[config.mk]
export PLATFORM = sky130hd
export DESIGN_NAME = seven_seg_scanner
export DESIGN_NICKNAME = d
export VERILOG_FILES = /design/src/rtl/seven_seg_pkg.sv /design/src/rtl/seven_seg_scanner_hex.sv /design/src/rtl/seven_seg_scanner.sv
export SDC_FILE = /design/constraint.sdc
export NUM_CORES = 1
export LEC_CHECK = 0
export CORE_MARGIN = 5
export CORE_UTILIZATION = 51
export DETAILED_ROUTE_END_ITERATION = 7
export GPL_ROUTABILITY_DRIVEN = 0
export HOLD_SLACK_MARGIN = 0.1
export MAX_ROUTING_LAYER = met4
export PLACE_DENSITY = 0.75
export SLEW_MARGIN = 25
export SYNTH_ARGS = -nofsm -noshare
export SYNTH_HDL_FRONTEND = slang
export SYNTH_SLANG_ARGS = --single-unit
[constraint.sdc]
create_clock -name clk -period 2 [get_ports clk]
set_input_delay 0.2 -clock clk [delete_from_list [all_inputs] [get_ports clk]]
set_output_delay 0.2 -clock clk [all_outputs]
set_load 0.01 [all_outputs]
[src/rtl/seven_seg_pkg.sv]
// Shared constants for the seven-segment scanner: digit count, hex decode table
// and the all-dark segment/enable patterns.
package seven_seg_pkg;

  localparam int NUM_DIGITS = 4;

  localparam logic [7:0] SEG_OFF = 8'hFF;
  localparam logic [3:0] DIG_OFF = 4'hF;

  // Active-low {dp,g..a}, indexed by nibble; entry 15 is the leftmost literal.
  localparam logic [15:0][7:0] HEX_LUT = {
    8'h8E, 8'h86, 8'hA1, 8'hC6, 8'h83, 8'h88, 8'h90, 8'h80,
    8'hF8, 8'h82, 8'h92, 8'h99, 8'hB0, 8'hA4, 8'hF9, 8'hC0
  };

  typedef struct packed {
    logic [15:0] data;
    logic [3:0]  dp;
    logic [3:0]  blank;
  } disp_t;

endpackage

[src/rtl/seven_seg_scanner_hex.sv]
// Combinational hex nibble to active-low seven-segment (g..a) decoder.
module hex_to_seven_seg
  import seven_seg_pkg::*;
(
  input  logic [3:0] i_nibble,
  output logic [6:0] o_seg
);

  assign o_seg = HEX_LUT[i_nibble][6:0];

endmodule

[src/rtl/seven_seg_scanner.sv]
// Four-digit multiplexed seven-segment scanner with guard-band anti-ghosting and
// frame-synchronous display updates fed through a one-deep pending register.
module seven_seg_scanner
  import seven_seg_pkg::*;
#(
  parameter int REFRESH_DIV  = 100000,
  parameter int GUARD_CYCLES = 4
) (
  input  logic        clk,
  input  logic        reset,
  input  logic        loadValid,
  input  logic [15:0] loadData,
  input  logic [3:0]  dpIn,
  input  logic [3:0]  blankMask,
  output logic        loadReady,
  output logic [7:0]  segments,
  output logic [3:0]  digitEnable,
  output logic        frameDone
);

  localparam int CNT_W = $clog2(REFRESH_DIV);
  localparam int IDX_W = $clog2(NUM_DIGITS);
  localparam logic [CNT_W-1:0] CNT_LAST  = CNT_W'(REFRESH_DIV - 1);
  localparam logic [CNT_W-1:0] CNT_GUARD = CNT_W'(GUARD_CYCLES);
  localparam logic [IDX_W-1:0] IDX_LAST  = IDX_W'(NUM_DIGITS - 1);

  if (REFRESH_DIV < GUARD_CYCLES + 2) begin : g_bad_params
    $error("REFRESH_DIV must be at least GUARD_CYCLES+2");
  end

  logic [CNT_W-1:0] r_cnt;
  logic [IDX_W-1:0] r_idx;
  logic             r_pend_vld;
  disp_t            r_pend;
  disp_t            r_disp;
  logic [7:0]       r_seg;

  logic       w_frame_end;
  logic       w_accept;
  logic [3:0] w_nibble;
  logic       w_dp;
  logic       w_blank;
  logic [6:0] w_seg7;
  logic [3:0] w_dig_en;

  assign w_frame_end = (r_idx == IDX_LAST) && (r_cnt == CNT_LAST);
  assign w_accept    = loadValid && !r_pend_vld && !reset;
  assign w_nibble    = r_disp.data[{r_idx, 2'b00} +: 4];
  assign w_dp        = r_disp.dp[r_idx];
  assign w_blank     = r_disp.blank[r_idx];

  hex_to_seven_seg u_hex (
    .i_nibble (w_nibble),
    .o_seg    (w_seg7)
  );

  always_ff @(posedge clk) begin
    if (reset) begin
      r_cnt      <= '0;
      r_idx      <= '0;
      r_pend_vld <= 1'b0;
      r_pend     <= '0;
      r_disp     <= '0;
      r_seg      <= SEG_OFF;
    end else begin
      if (r_cnt == CNT_LAST) begin
        r_cnt <= '0;
        r_idx <= r_idx + IDX_W'(1);
      end else begin
        r_cnt <= r_cnt + CNT_W'(1);
      end
      // Segments latch once per digit period, well inside the guard band.
      if (r_cnt == '0) begin
        r_seg <= {~w_dp, w_seg7};
      end
      // Accept and transfer are exclusive: acceptance needs an empty pending slot.
      if (w_accept) begin
        r_pend_vld <= 1'b1;
        r_pend     <= {loadData, dpIn, blankMask};
      end else if (w_frame_end && r_pend_vld) begin
        r_disp     <= r_pend;
        r_pend_vld <= 1'b0;
      end
    end
  end

  always_comb begin
    w_dig_en = DIG_OFF;
    if (!reset && (r_cnt >= CNT_GUARD) && !w_blank) begin
      w_dig_en[r_idx] = 1'b0;
    end
  end

  assign segments    = r_seg;
  assign digitEnable = w_dig_en;
  assign frameDone   = w_frame_end && !reset;
  assign loadReady   = reset || !r_pend_vld;

endmodule

==> metrics.md <==
| Metric | Value |
|---|---|
| Status | complete, but fails checks |
| Failing checks | setup timing |
| Clock buffer depth | 2 |
| CP cell instances | buf_12, mux4_2, ha_2, inv_1, mux2i_1, nor3b_2, a2111o_1 |
| Total gr overflow | 0 |
| Finish-stage setup viols | 1 |
| Clock buffer count from CTS | 9 |
| Crit path DAT | 2.26 ns |
| Vias in the first global route | 3069 |
| # IOs | 41 |
| Most frequent cells in the layout | dfxtp_1 (72), buf_4 (40), a21oi_1 (37) |
| Area Overhead vs Synth | 27.7% |
| Number of enable flip-flop cells after synthesis | 0 |
| Final instance area | 4710 µm² |
| Vias post-DR | 3250 |
| Synth Net Count | 457 |
| DRC | 0 |
| Reg2reg start | r_idx[0]$_SDFFE_PP0N_ |
| Dpl cell area | 4320 µm² |
| Fin util | 66.0% |
| Slew Viols, Final | 0 |
| Finished Layout Cells | 578 |
| Leak | 1.63 nW |
| Hold Path Class | input port to register |
| Layout cells sized above 1 | 22.3% |
| Starting Density | 51.7% |
| Syn. warnings | 0 |
| Critical path class | register to register |
| Worst Setup Slack, final | -0.0134 ns |
| Post-Syn Instances | 418 |
| CTS root buffer | clkbuf_8 |
| H-tree depth | 3 |
| Post-synthesis sequential area ratio | 41.2% |
| CTS clk-pin slew, worst paths | 0.09 ns |
| Commonest non-fill, non-tap cell in the layout | dfxtp_1 |
| Crit end category | register |
| Relative slew slack | 75.9% |
| Post-route clock skew | 0.0140 ns |
| HP Start | reset |
| Core ar. | 7140 µm² |
| Worst-Margin Slew | 0.361 ns |
| Layout net count | 513 |
| PD cells | 640 nW/µm² |
| Most used DFF post-synth | dfxtp_1 |
| Vias per cell | 5.62 |
| Synth cell types | 46 |
| Overall die height | 95.0 µm |
| DIE AREA | 9030 µm² |
| Setup TNS | -0.0134 ns |
| CP startpoint kind | register |
| Hpwl dp | 5.57 mm |
| Clock Sinks | 76 |
| VDD IR-drop max | 0.414 mV |
| Tmin final | 2.01 ns |
| Core Rows | 31 |
| Clock Latency Late Sink | 0.36 ns |
| CP Max Fanout | 5 |
| Final WL | 8.61 mm |
| Drt pass-1 iters | 6 |
| RSZ-0062 raised after global routing | true |
| FFs w/ async S/R, synth | 0% |
| Worst EP required | 2.24 ns |
| Max cap viols | 0 |
| Final Hold Fails | 0 |
| Achievable Freq | 0.497 GHz |
| Die X | 95.0 µm |
| GRT Total Usage | 20.6% |
| Initial DRC count | 237 |
| Critical Path Source | r_idx[0]$_SDFFE_PP0N_ |
| Largest net degree at the start of global routing | 50 |
| Antenna Nets Post-Route | 0 |
| CTS tree | yes |
| Initial antenna violation count | 0 |
| Post-Syn Area per Cell | 8.82 µm² |
| Max incr delay on CP | 0.56 ns |
| IO buf count | 40 |
| Global-route wire length before repair | 14.4 mm |
| DR WL/cell | 14.9 µm |
| Mapped Area | 3690 µm² |
| Final cycle utilization of the critical path | 101% |
| Number of diodes | 0 |
| Synthesized flop and latch total | 76 |
| Slowest stage cell, crit path | mux4_2 |
| # hold bufs at CTS | 0 |
| Min Hold Slack | 0.218 ns |
| Inst Count DP | 553 |
-- synthesized netlist by cell type (3+ instances only) --
master,number,area [µm²]
nor4_1,4,25.0
and3_1,4,25.0
mux4_1,5,131
o31ai_1,3,22.5
or4_1,3,22.5
dfxtp_1,76,1520
a21oi_1,37,185
nand2_1,38,143
nor3b_1,3,22.5
mux2_2,3,33.8
o21ai_0,34,170
nand4_1,31,194
inv_1,11,41.3
or3_1,3,18.8
o21bai_1,3,22.5
clkbuf_1,30,113
nor2_1,14,52.6
xor2_1,8,70.1
and4_1,4,35.0
buf_2,5,25.0
ha_1,12,150
o41ai_1,24,210
nand2b_1,25,156
nor3_1,4,20.0
nand3_1,7,35.0
-- stage by stage --
step	worst slack [ns]	power, W
CTS	-0.0625	0.00302
detailed placement	-0.118	0.00193
floorplan	-0.0158	0.00179
global route	-0.0893	0.00315
finish	-0.0134	0.00302
global placement	-0.0988	0.00192
-- registers in the layout, summed over array words and instances, names as in the netlist --
| name | count |
|---|---|
| r_pend | 24 |
| r_disp | 24 |
| segments | 8 |
| r_pend_vld | 1 |
| r_idx | 2 |
| r_cnt | 17 |
-- path summary, 6_finish.rpt --
kind	end	slack [ns]	cells past startpoint
hold / removal	r_idx[1]$_SDFFE_PP0N_	0.22	2
setup / recovery	segments[5]$_SDFFE_PP1N_	-0.01	7
hold reg to reg	segments[7]$_SDFFE_PP1N_	0.46	1
setup reg to reg	segments[5]$_SDFFE_PP1N_	-0.01	7
-- kinds of logic (layout without fill, tap and decap cells) --
logic type | after synthesis | in the layout | synth area share, %
AND/OR/NAND/NOR | 149 | 149 | 22.3
AO/OA/AOI/OAI | 108 | 108 | 18.5
flip-flops | 76 | 76 | 41.2
buffers and inverters | 52 | 113 | 5.90
adder cells (fa/ha/maj) | 12 | 12 | 4.07
multiplexers | 11 | 11 | 5.63
XOR/XNOR | 10 | 10 | 2.37
-- power by group --
group / internal, W / leakage (nW) / switching, W / total [W]
combinational: 0.000156 / 0.922 / 0.000144 / 0.000300
clock: 0.000467 / 0.0868 / 0.000639 / 0.00111
sequential: 0.00157 / 0.622 / 0.0000360 / 0.00161
total: 0.00220 / 1.63 / 0.000819 / 0.00302
-- final cells by class --
class	instances	area [µm²]
Tap cell	99	124
Inverter	13	51.3
Multi-Input combinational cell	290	2080
Clock inverter	7	58.8
Timing Repair Buffer	84	746
Clock buffer	9	124
Sequential cell	76	1530
Fill cell	597	2420
-- layer usage --
layer / track usage [%] / share of wire, % / up-vias
met2: 30.2 / 45 / 103
met1: 27.7 / 48 / 1484
met3: 4.74 / 5.0 / 14
met5: - / 0 / -
met4: 7.81 / 2.0 / 0
li1: - / - / 1649
-- what timing repair did --
action / CTS / global route
resized for setup: 38 / 31
endpoints found under the hold margin: 0 / 0
pin swaps: 3 / 8
setup buffers: 4 / 5
endpoints found under the setup margin: 9 / 11
-- worst max-delay path: cells and delay by family (launching register included) --
kind	cells	cell delay, ns
mux	2	0.63
buf+inv	2	0.17
simple gates	1	0.16
compound gates	1	0.35
fa+ha+maj	1	0.21
flops	1	0.38
(Power assumes the default switching activity.)
